### config.mk
export PLATFORM = sky130hd
export DESIGN_NAME = instruction_encoder_flat
export DESIGN_NICKNAME = d
export VERILOG_FILES = /design/src/rtl/gpu_isa_pkg.sv /design/src/rtl/instruction_encoder_if.sv /design/src/rtl/instr_fifo.sv /design/src/rtl/instruction_encoder.sv /design/src/flat_wrapper.sv
export SDC_FILE = /design/constraint.sdc
export NUM_CORES = 1
export LEC_CHECK = 0
export CAP_MARGIN = 20
export CORE_ASPECT_RATIO = 1.2
export CORE_MARGIN = 10
export CORE_UTILIZATION = 45
export CTS_CLUSTER_SIZE = 25
export DETAILED_ROUTE_END_ITERATION = 8
export HOLD_SLACK_MARGIN = 0.02
export PLACE_DENSITY = 0.69
export RECOVER_POWER = 100
export SYNTH_ARGS = -nofsm -noshare
export SYNTH_HDL_FRONTEND = slang
export SYNTH_SLANG_ARGS = --single-unit
### constraint.sdc
create_clock -name clk -period 4.2 [get_ports clk]
set_clock_uncertainty 0.2 [all_clocks]
set_input_delay 1.26 -clock clk [delete_from_list [all_inputs] [get_ports clk]]
set_output_delay 1.26 -clock clk [all_outputs]
set_load 0.05 [all_outputs]
### src/rtl/gpu_isa_pkg.sv
// rtl/gpu_isa_pkg.sv - shared ISA constants, field positions, encoder states and encode helpers
package gpu_isa_pkg;

  localparam logic [3:0] OP_NOP   = 4'h0;
  localparam logic [3:0] OP_BRNZP = 4'h1;
  localparam logic [3:0] OP_CMP   = 4'h2;
  localparam logic [3:0] OP_ADD   = 4'h3;
  localparam logic [3:0] OP_SUB   = 4'h4;
  localparam logic [3:0] OP_MUL   = 4'h5;
  localparam logic [3:0] OP_DIV   = 4'h6;
  localparam logic [3:0] OP_LDR   = 4'h7;
  localparam logic [3:0] OP_STR   = 4'h8;
  localparam logic [3:0] OP_CONST = 4'h9;
  localparam logic [3:0] OP_RET   = 4'hF;

  localparam int OPCODE_LSB = 12;
  localparam int RD_LSB     = 8;
  localparam int RS_LSB     = 4;
  localparam int RT_LSB     = 0;
  localparam int NZP_LSB    = 9;
  localparam int IMM_LSB    = 0;

  typedef enum logic [1:0] {
    S_IDLE,
    S_ACTIVE,
    S_DRAIN,
    S_DONE
  } enc_state_t;

  // 1010..1110 are reserved; everything else is a real instruction
  function automatic logic opcode_legal(input logic [3:0] op);
    return (op <= OP_CONST) || (op == OP_RET);
  endfunction

  function automatic logic [15:0] encode_word(
    input logic [3:0] op,
    input logic [3:0] rd,
    input logic [3:0] rs,
    input logic [3:0] rt,
    input logic [2:0] nzp,
    input logic [7:0] imm
  );
    logic [15:0] w;
    w = '0;
    w[OPCODE_LSB +: 4] = op;
    case (op)
      OP_ADD, OP_SUB, OP_MUL, OP_DIV: begin
        w[RD_LSB +: 4] = rd;
        w[RS_LSB +: 4] = rs;
        w[RT_LSB +: 4] = rt;
      end
      OP_CMP, OP_STR: begin
        w[RS_LSB +: 4] = rs;
        w[RT_LSB +: 4] = rt;
      end
      OP_LDR: begin
        w[RD_LSB +: 4] = rd;
        w[RS_LSB +: 4] = rs;
      end
      OP_BRNZP: begin
        w[NZP_LSB +: 3] = nzp;
        w[IMM_LSB +: 8] = imm;
      end
      OP_CONST: begin
        w[RD_LSB +: 4]  = rd;
        w[IMM_LSB +: 8] = imm;
      end
      OP_NOP, OP_RET: ;
      default: ;
    endcase
    return w;
  endfunction

endpackage

### src/rtl/instruction_encoder_if.sv
// rtl/instruction_encoder_if.sv - instruction-field input and program-memory write handshakes
interface instruction_encoder_if #(
  parameter int ADDR_BITS = 8
);

  logic                 in_valid;
  logic                 in_ready;
  logic [3:0]           in_opcode;
  logic [3:0]           in_rd;
  logic [3:0]           in_rs;
  logic [3:0]           in_rt;
  logic [2:0]           in_nzp;
  logic [7:0]           in_imm;

  logic                 mem_write_valid;
  logic                 mem_write_ready;
  logic [ADDR_BITS-1:0] mem_write_address;
  logic [15:0]          mem_write_data;

  modport master (
    output in_valid, in_opcode, in_rd, in_rs, in_rt, in_nzp, in_imm,
    input  in_ready,
    input  mem_write_valid, mem_write_address, mem_write_data,
    output mem_write_ready
  );

  modport slave (
    input  in_valid, in_opcode, in_rd, in_rs, in_rt, in_nzp, in_imm,
    output in_ready,
    output mem_write_valid, mem_write_address, mem_write_data,
    input  mem_write_ready
  );

endinterface

### src/rtl/instr_fifo.sv
// rtl/instr_fifo.sv - synchronous FIFO holding encoded words awaiting program-memory writes
module instr_fifo #(
  parameter int DEPTH = 4,
  parameter int WIDTH = 16
) (
  input  logic             clk,
  input  logic             reset,
  input  logic             push,
  input  logic [WIDTH-1:0] push_data,
  input  logic             pop,
  output logic [WIDTH-1:0] pop_data,
  output logic             full,
  output logic             empty
);

  localparam int PTR_BITS = $clog2(DEPTH);

  logic [WIDTH-1:0]  mem [DEPTH];
  logic [PTR_BITS:0] wr_ptr;
  logic [PTR_BITS:0] rd_ptr;
  logic              do_push;
  logic              do_pop;

  // extra pointer bit distinguishes full from empty when the indices match
  assign empty    = (wr_ptr == rd_ptr);
  assign full     = (wr_ptr[PTR_BITS] != rd_ptr[PTR_BITS]) &&
                    (wr_ptr[PTR_BITS-1:0] == rd_ptr[PTR_BITS-1:0]);
  assign do_push  = push && !full;
  assign do_pop   = pop && !empty;
  assign pop_data = mem[rd_ptr[PTR_BITS-1:0]];

  always_ff @(posedge clk) begin
    if (reset) begin
      wr_ptr <= '0;
      rd_ptr <= '0;
    end else begin
      if (do_push) wr_ptr <= wr_ptr + (PTR_BITS+1)'(1);
      if (do_pop)  rd_ptr <= rd_ptr + (PTR_BITS+1)'(1);
    end
  end

  always_ff @(posedge clk) begin
    if (do_push) mem[wr_ptr[PTR_BITS-1:0]] <= push_data;
  end

endmodule

### src/rtl/instruction_encoder.sv
// rtl/instruction_encoder.sv - encodes instruction fields into 16-bit words and streams them to program memory
module instruction_encoder #(
  parameter int FIFO_DEPTH = 4,
  parameter int ADDR_BITS  = 8
) (
  input  logic                 clk,
  input  logic                 reset,
  input  logic                 start,
  input  logic [ADDR_BITS-1:0] base_address,
  instruction_encoder_if.slave bus,
  output logic                 busy,
  output logic                 done,
  output logic                 err_opcode,
  output logic                 err_overflow
);

  import gpu_isa_pkg::*;

  localparam logic [ADDR_BITS:0] ADDR_SPACE = {1'b1, {ADDR_BITS{1'b0}}};

  enc_state_t           state;
  enc_state_t           state_next;
  logic [ADDR_BITS-1:0] head_address;
  logic [ADDR_BITS:0]   word_count;
  logic                 fifo_full;
  logic                 fifo_empty;
  logic [15:0]          fifo_data;
  logic                 start_ok;
  logic                 accept;
  logic                 legal;
  logic                 room;
  logic                 push;
  logic                 pop;

  assign start_ok = start && ((state == S_IDLE) || (state == S_DONE));
  assign legal    = opcode_legal(bus.in_opcode);
  assign room     = (word_count < ADDR_SPACE);
  assign accept   = bus.in_valid && bus.in_ready;
  assign push     = accept && legal && room;
  assign pop      = bus.mem_write_valid && bus.mem_write_ready;

  assign bus.in_ready          = (state == S_ACTIVE) && !fifo_full;
  assign bus.mem_write_valid   = !fifo_empty;
  assign bus.mem_write_address = bus.mem_write_valid ? head_address : '0;
  assign bus.mem_write_data    = bus.mem_write_valid ? fifo_data : '0;
  assign busy                  = (state == S_ACTIVE) || (state == S_DRAIN);
  assign done                  = (state == S_DONE);

  instr_fifo #(
    .DEPTH (FIFO_DEPTH),
    .WIDTH (16)
  ) u_fifo (
    .clk       (clk),
    .reset     (reset),
    .push      (push),
    .push_data (encode_word(bus.in_opcode, bus.in_rd, bus.in_rs, bus.in_rt,
                            bus.in_nzp, bus.in_imm)),
    .pop       (pop),
    .pop_data  (fifo_data),
    .full      (fifo_full),
    .empty     (fifo_empty)
  );

  always_ff @(posedge clk) begin
    if (reset) begin
      state <= S_IDLE;
    end else begin
      state <= state_next;
    end
  end

  // a RET ends the session even when it was dropped for lack of address space
  always_comb begin
    state_next = state;
    case (state)
      S_IDLE, S_DONE: if (start) state_next = S_ACTIVE;
      S_ACTIVE:       if (accept && (bus.in_opcode == OP_RET)) state_next = S_DRAIN;
      S_DRAIN:        if (fifo_empty) state_next = S_DONE;
      default:        state_next = S_IDLE;
    endcase
  end

  // the head address tracks writes, so dropped opcodes never leave a hole
  always_ff @(posedge clk) begin
    if (reset) begin
      head_address <= '0;
      word_count   <= '0;
      err_opcode   <= 1'b0;
      err_overflow <= 1'b0;
    end else if (start_ok) begin
      head_address <= base_address;
      word_count   <= '0;
      err_opcode   <= 1'b0;
      err_overflow <= 1'b0;
    end else begin
      if (pop)                      head_address <= head_address + ADDR_BITS'(1);
      if (push)                     word_count   <= word_count + (ADDR_BITS+1)'(1);
      if (accept && !legal)         err_opcode   <= 1'b1;
      if (accept && legal && !room) err_overflow <= 1'b1;
    end
  end

endmodule

### src/flat_wrapper.sv
// flat-port wrapper written by rule: the top's interface ports become plain ports
module instruction_encoder_flat import gpu_isa_pkg::*;
#(
  parameter int FIFO_DEPTH = 4,
  parameter int ADDR_BITS  = 8
)
  (clk, reset, start, base_address, busy, done, err_opcode, err_overflow, bus_in_valid, bus_in_opcode, bus_in_rd, bus_in_rs, bus_in_rt, bus_in_nzp, bus_in_imm, bus_in_ready, bus_mem_write_valid, bus_mem_write_address, bus_mem_write_data, bus_mem_write_ready);
  instruction_encoder_if #(.ADDR_BITS(ADDR_BITS)) bus_i ();
  input  logic clk;
  input  logic reset;
  input  logic start;
  input  logic [ADDR_BITS-1:0] base_address;
  output logic busy;
  output logic done;
  output logic err_opcode;
  output logic err_overflow;
  input wire logic [$bits(bus_i.in_valid)-1:0] bus_in_valid;
  input wire logic [$bits(bus_i.in_opcode)-1:0] bus_in_opcode;
  input wire logic [$bits(bus_i.in_rd)-1:0] bus_in_rd;
  input wire logic [$bits(bus_i.in_rs)-1:0] bus_in_rs;
  input wire logic [$bits(bus_i.in_rt)-1:0] bus_in_rt;
  input wire logic [$bits(bus_i.in_nzp)-1:0] bus_in_nzp;
  input wire logic [$bits(bus_i.in_imm)-1:0] bus_in_imm;
  output wire logic [$bits(bus_i.in_ready)-1:0] bus_in_ready;
  output wire logic [$bits(bus_i.mem_write_valid)-1:0] bus_mem_write_valid;
  output wire logic [$bits(bus_i.mem_write_address)-1:0] bus_mem_write_address;
  output wire logic [$bits(bus_i.mem_write_data)-1:0] bus_mem_write_data;
  input wire logic [$bits(bus_i.mem_write_ready)-1:0] bus_mem_write_ready;
  assign bus_i.in_valid = bus_in_valid;
  assign bus_i.in_opcode = bus_in_opcode;
  assign bus_i.in_rd = bus_in_rd;
  assign bus_i.in_rs = bus_in_rs;
  assign bus_i.in_rt = bus_in_rt;
  assign bus_i.in_nzp = bus_in_nzp;
  assign bus_i.in_imm = bus_in_imm;
  assign bus_in_ready = bus_i.in_ready;
  assign bus_mem_write_valid = bus_i.mem_write_valid;
  assign bus_mem_write_address = bus_i.mem_write_address;
  assign bus_mem_write_data = bus_i.mem_write_data;
  assign bus_i.mem_write_ready = bus_mem_write_ready;
  instruction_encoder #(.FIFO_DEPTH(FIFO_DEPTH), .ADDR_BITS(ADDR_BITS)) u_core (.clk(clk), .reset(reset), .start(start), .base_address(base_address), .bus(bus_i), .busy(busy), .done(done), .err_opcode(err_opcode), .err_overflow(err_overflow));
endmodule
[Word-level counts from Yosys, hierarchy flattened]
Memory sizes are Yosys's and may differ from the RTL's. A register that Yosys moved wholly into a read port is not among the register bits.
Cells that the tools add are included.
Cells by class
  equality and inequality tests: 19
  multiply operators: 0
  bitwise logic cells: 0
  div/mod/pow operators: 0
  mux-type cells: 16
  $add $sub $neg: 4
  $lt $le $gt $ge: 2
  shifts and indexed selects: 0
  reductions and logical operators: 28
Operator list (number)
  8-bit 2-to-1 mux: 3
  4-bit by 3-bit equality test with 1-bit output (second input constant): 4
  16-bit 2-to-1 mux: 1
  4-bit case mux with 2 select lines: 2
  4-bit equality test (second input constant): 3
  1-bit logical AND: 12
  6-bit OR reduction: 2
  2-bit 2-to-1 mux: 5
  9-bit by 1-bit adder with 9-bit output (second input constant): 1
  9-bit less-than comparator (second input constant): 1
  8-bit by 1-bit adder with 8-bit output (second input constant): 1
  4-bit by 2-bit equality test with 1-bit output (second input constant): 2
  7-bit OR reduction: 1
  3-bit by 1-bit adder with 3-bit output (second input constant): 2
  2-bit case mux with 3 select lines: 1
  3-bit case mux with 2 select lines: 1
  2-bit OR reduction: 3
  2-bit equality test (second input constant): 2
  4-bit by 1-bit equality test with 1-bit output (second input constant): 1
  4-bit <= comparator (second input constant): 1
  1-bit logical NOT: 4
  2-bit != test (second input constant): 2
  3-bit equality test: 1
  1-bit logical OR: 3
  8 further kinds: 10
Word-level totals
  bits of input ports: 40
  output and inout port bits: 30
  RAM bits: 64
  latch bits: 0
  register bits: 27
  logic and storage cells: 77
  ROM bits: 0
  memories kept: 1
Memories
  u_core.u_fifo.mem: words 4, bits a word 16, read ports 1, clocked after memory_dff 1, write ports 1, line instr_fifo.sv:18  | logic [WIDTH-1:0] mem [DEPTH];

[Logic depth before layout (Yosys ltp)]
  depth after elaboration: 10
  gate-level depth with buffers: 7
  mapped depth without buffers: 6

[By module]
Synthesis repeated with hierarchy kept, for this count alone.
Second synthesis, totals
  cells, all modules: 341
  area, all modules: 4386.7 µm²
By module, submodules not included
  instr_fifo: seq. area each 2082.0 µm², instances 1, area an instance 2885.3 µm², cells each 152
  instruction_encoder: seq. area each 420.4 µm², instances 1, area an instance 1501.4 µm², cells each 189

[Worst setup path before layout]
OpenSTA, ideal clock, no wires.
  path type: input -> register
  start: input port bus_in_opcode[1]
  end: memory u_core.u_fifo.mem[3][0], enable pin
  arrival time: 3198 ps
  cell stages on the path: 5
  required time: 3591 ps
  path buffers: 2
  library setup time: 409 ps
  setup slack: 393 ps
  cells stage by stage: clkbuf_1 and3_1 o211ai_1 clkbuf_1 nor3_1
Between the ends
  word-level cells in the longest chain between the ends: 7
  elaborated cells on any way between the ends: 8
  those cells by class: order compare (1); eq/ne (1); mux (2); reduce/logical (4)
RTL lines
  start: declaration: line flat_wrapper.sv:18  | input wire logic [$bits(bus_i.in_opcode)-1:0] bus_in_opcode;
  4-bit <= comparator / 4-bit equality test (equally long branches): line gpu_isa_pkg.sv:32  | return (op <= OP_CONST) || (op == OP_RET);
  1-bit logical OR *: line gpu_isa_pkg.sv:32
  1-bit logical AND * (2 in a row): line instruction_encoder.sv:39  | assign push = accept && legal && room;
  1-bit logical AND *: line instr_fifo.sv:28  | assign do_push = push && !full;
  1-bit 2-to-1 mux *: line instr_fifo.sv:43  | if (do_push) mem[wr_ptr[PTR_BITS-1:0]] <= push_data;
  1-bit 2-to-1 mux (not written as such) *: line instr_fifo.sv:43
  end: declaration: line instr_fifo.sv:18
Every way passes the cells marked *; elsewhere a longest branch is shown, timed or not.

[Worst setup path in the final report]
  start: register u_core.u_fifo.wr_ptr[1]
  end: output port bus_mem_write_data[2]
Between the ends
  word-level cells in the longest chain between the ends: 2
RTL lines
  start: declaration: line instr_fifo.sv:19  | logic [PTR_BITS:0] wr_ptr;
  start signal: assignment: line instr_fifo.sv:37  | if (do_push) wr_ptr <= wr_ptr + (PTR_BITS+1)'(1);
  3-bit equality test: line instr_fifo.sv:25  | assign empty = (wr_ptr == rd_ptr);
  16-bit 2-to-1 mux: line instruction_encoder.sv:45  | assign bus.mem_write_data = bus.mem_write_valid ? fifo_data : '0;
  end: declaration: line flat_wrapper.sv:27  | output wire logic [$bits(bus_i.mem_write_data)-1:0] bus_mem_write_data;
No other way between the ends.

==> flow_metrics.tcl <==
set metrics [dict create \
    status "finished, final reports clean" \
    tritoncts "built" \
    die_y_um 128 \
    drt_wl_total_mm 9.97 \
    grt_max_degree 22 \
    nets 475 \
    setup-tns-final_ps 0 \
    hold_viol 0 \
    powerDensity_nw_per_um2 502 \
    seqPwrFrac 0.404 \
    vias 3059 \
    hold_start "u_core.word_count[7]" \
    synthCells 346 \
    yosysTopAreaCellShare 0.437 \
    synthToLayoutAreaGrowth_pct 24.8 \
    period_share 0.959 \
    synth-seq-area-share 0.569 \
    drive_gt1_frac 0.159 \
    ys_top_cells_by_area "edfxtp_1 (44%), dfxtp_1 (13%), mux4_2 (8.2%), and2_1 (3.8%), ha_1 (3.1%)" \
    finalSetupViolCount 0 \
    fin_cells 552 \
    peakVddDrop_mv 0.290 \
    syn_nets 397 \
    viasPerCell 5.54 \
    clk_pin_slew_ps 70 \
    root_buffer "clkbuf_16" \
    synthFlopType "edfxtp_1" \
    required_ps 2740 \
    cp_max_fo 12 \
    start_util 0.462 \
    p_total_mw 2.76 \
    cp.buffers_inverters 3 \
    relSlewSlack 0.346 \
    slowest_stage "clkdlybuf4s50_1" \
    yosys.area.top_type "edfxtp_1" \
    ys_types 50 \
    grtUsageTotal 0.144 \
    hold_buffers 0 \
    placed_area_um2 5240 \
    p_int_mw 1.79 \
    rows 39 \
    netlist_area_um2 4400 \
    yosysWarningCount 0 \
    grt_pass1_wl_mm 15.9 \
    cts_buffers 9 \
    seq_area_um2 2500 \
    dpl.hpwl_mm 7.06 \
    gr-total-overflow 0 \
    switching_share 0.350 \
    h-tree-depth 3 \
    drcViolationCount 0 \
    maxClockFrequency_mhz 248 \
    maxCapViolations 0 \
    combPwrFrac 0.321 \
    crit_path_end_kind "output port" \
    diodes 0 \
    grt_pass1_vias 3089 \
    reg2reg_from "u_core.u_fifo.wr_ptr[1]" \
    clk_path_buf_depth 2 \
    drt-initial-drc-count 150 \
    drv_slew 0 \
    start_kind "register" \
    syn-mean-instance-area_um2 12.7 \
    p_switching_uw 964 \
    antenna_left 0 \
    dp_cells 533 \
    crit_start "u_core.u_fifo.wr_ptr[1]" \
    clock_latency_ps 340 \
    crit_path_cell_trace "xor2_2 -> nor3_4 -> clkinvlp_4 -> buf_4 -> and2_1 -> clkdlybuf4s50_1" \
    ys_seq_elements 93 \
    clkPwrFrac 0.275 \
    p_leak_nw 1.93 \
    cpPeakStageDelay_ps 700 \
    worstHoldPathType "reg -> reg" \
    wl_per_cell_um 18.1 \
    finalWeightedCongestion 0.832 \
    ios 70 \
    ys_async_sr_fraction 0 \
    fillers 808 \
    port_buffers 69 \
    cts_sinks 93 \
    cp.arrival_ps 2570 \
    utilization 0.577 \
    synth_enable_flop_cells 64 \
    core_area_um2 9520 \
    multi_input_area_um2 1770 \
    fin_crit_ps 4030 \
    die_w_um 110 \
    final_area_um2 5490 \
    dr.pass1.iters 5 \
    die_area_um2 14100 \
    cpLargestDelayFamily "buffers and inverters" \
    rsz0062_at_grt "false" \
    tightestPinTransition_ps 977 \
    antenna_found_initial 0 \
    path_class "reg -> out" \
]
==> kinds of logic after synthesis <==
group / synth area share
mux: 0.0936
fa+ha+maj: 0.0313
compound gates: 0.114
xor+xnor: 0.0290
simple gates: 0.133
buf+inv: 0.0302
flops: 0.569
==> stage by stage <==
step	hold WS (ps)	setup slack [ps]
6_report	266	172
5_1_grt	293	5.94
4_1_cts	271	2.26
3_5_place_dp	262	319
3_3_place_gp	251	420
2_1_floorplan	238	393
==> sequential cells by signal (all words and copies together) (netlist names), named ones only <==
register,count
u_core.err_overflow,1
u_core.u_fifo.wr_ptr,3
u_core.err_opcode,1
u_core.word_count,9
u_core.state,2
u_core.u_fifo.rd_ptr,3
u_core.head_address,8
u_core.u_fifo.mem,64
==> metal layers <==
| layer | track usage | vias to the layer above | wire length (um) |
|---|---|---|---|
| li1 | - | 1480 | - |
| met1 | 0.165 | 1503 | 4160 |
| met2 | 0.252 | 65 | 5230 |
| met3 | 0.0327 | 11 | 433 |
| met4 | 0.0507 | 0 | 150 |
| met5 | 0 | - | 0 |
==> final cells by class <==
class | count | area share
clock buffer | 10 | 0.0436
clock inverter | 6 | 0.00798
inverter | 14 | 0.0103
multi-input combinational | 220 | 0.323
sequential | 93 | 0.456
tap | 123 | 0.0281
timing repair buffer | 86 | 0.131
==> power by group through the flow <==
stage,sequential (mW),combinational [mW],clock (mW)
final,1.11,0.885,0.759
after global routing,1.12,0.956,0.813
after CTS,1.11,0.918,0.778
after detailed placement,1.13,0.890,0
after global placement,1.13,0.877,0
after floorplan,1.11,0.622,0
==> path summary, 6_finish.rpt <==
check | endpoint | slack [ps] | depth (start not counted)
worst max-delay path | bus_mem_write_data[2] | 170 | 6
worst min-delay path | u_core.word_count[7] | 270 | 2
worst max register to register | u_core.u_fifo.mem[0][7] | 1590 | 6
worst min register to register | u_core.word_count[7] | 270 | 2
==> layout by cell type, fill, tap and decap left out, types with 11 or more instances in the layout <==
cell type        instances
buf_4                   12
nand2_1                 13
clkdlybuf4s50_1         42
a22o_1                  11
and2_1                  27
clkbuf_2                14
edfxtp_1                64
o21ai_0                 12
a21oi_1                 13
mux4_2                  16
inv_1                   13
nor2_1                  19
dlygate4sd3_1           11
ha_1                    11
dfxtp_1                 29
==> tightest hold or removal path, delay by kind of cell, from the launching register on <==
family / cells / cell delay, ps
mux: 1 / 50
simple gates: 1 / 50
flops: 1 / 310
==> what timing repair did <==
action / 4_1_cts / 5_1_grt
setup endpoints to repair: 10 / 11
buffers inserted: 3 / 0
resized for setup: 1 / 2
pin swaps: 0 / 0
==> Yosys cell counts (6+ instances only) <==
master / number
a21oi_1: 13
a22o_1: 11
and2_1: 27
and3_1: 8
clkbuf_1: 12
dfxtp_1: 29
edfxtp_1: 64
ha_1: 11
inv_1: 14
mux4_2: 16
nand2_1: 13
nand3_1: 9
nor2_1: 19
o21ai_0: 12
o31ai_1: 8
or4_1: 6
Note: power is estimated with default switching activity, not from simulation.
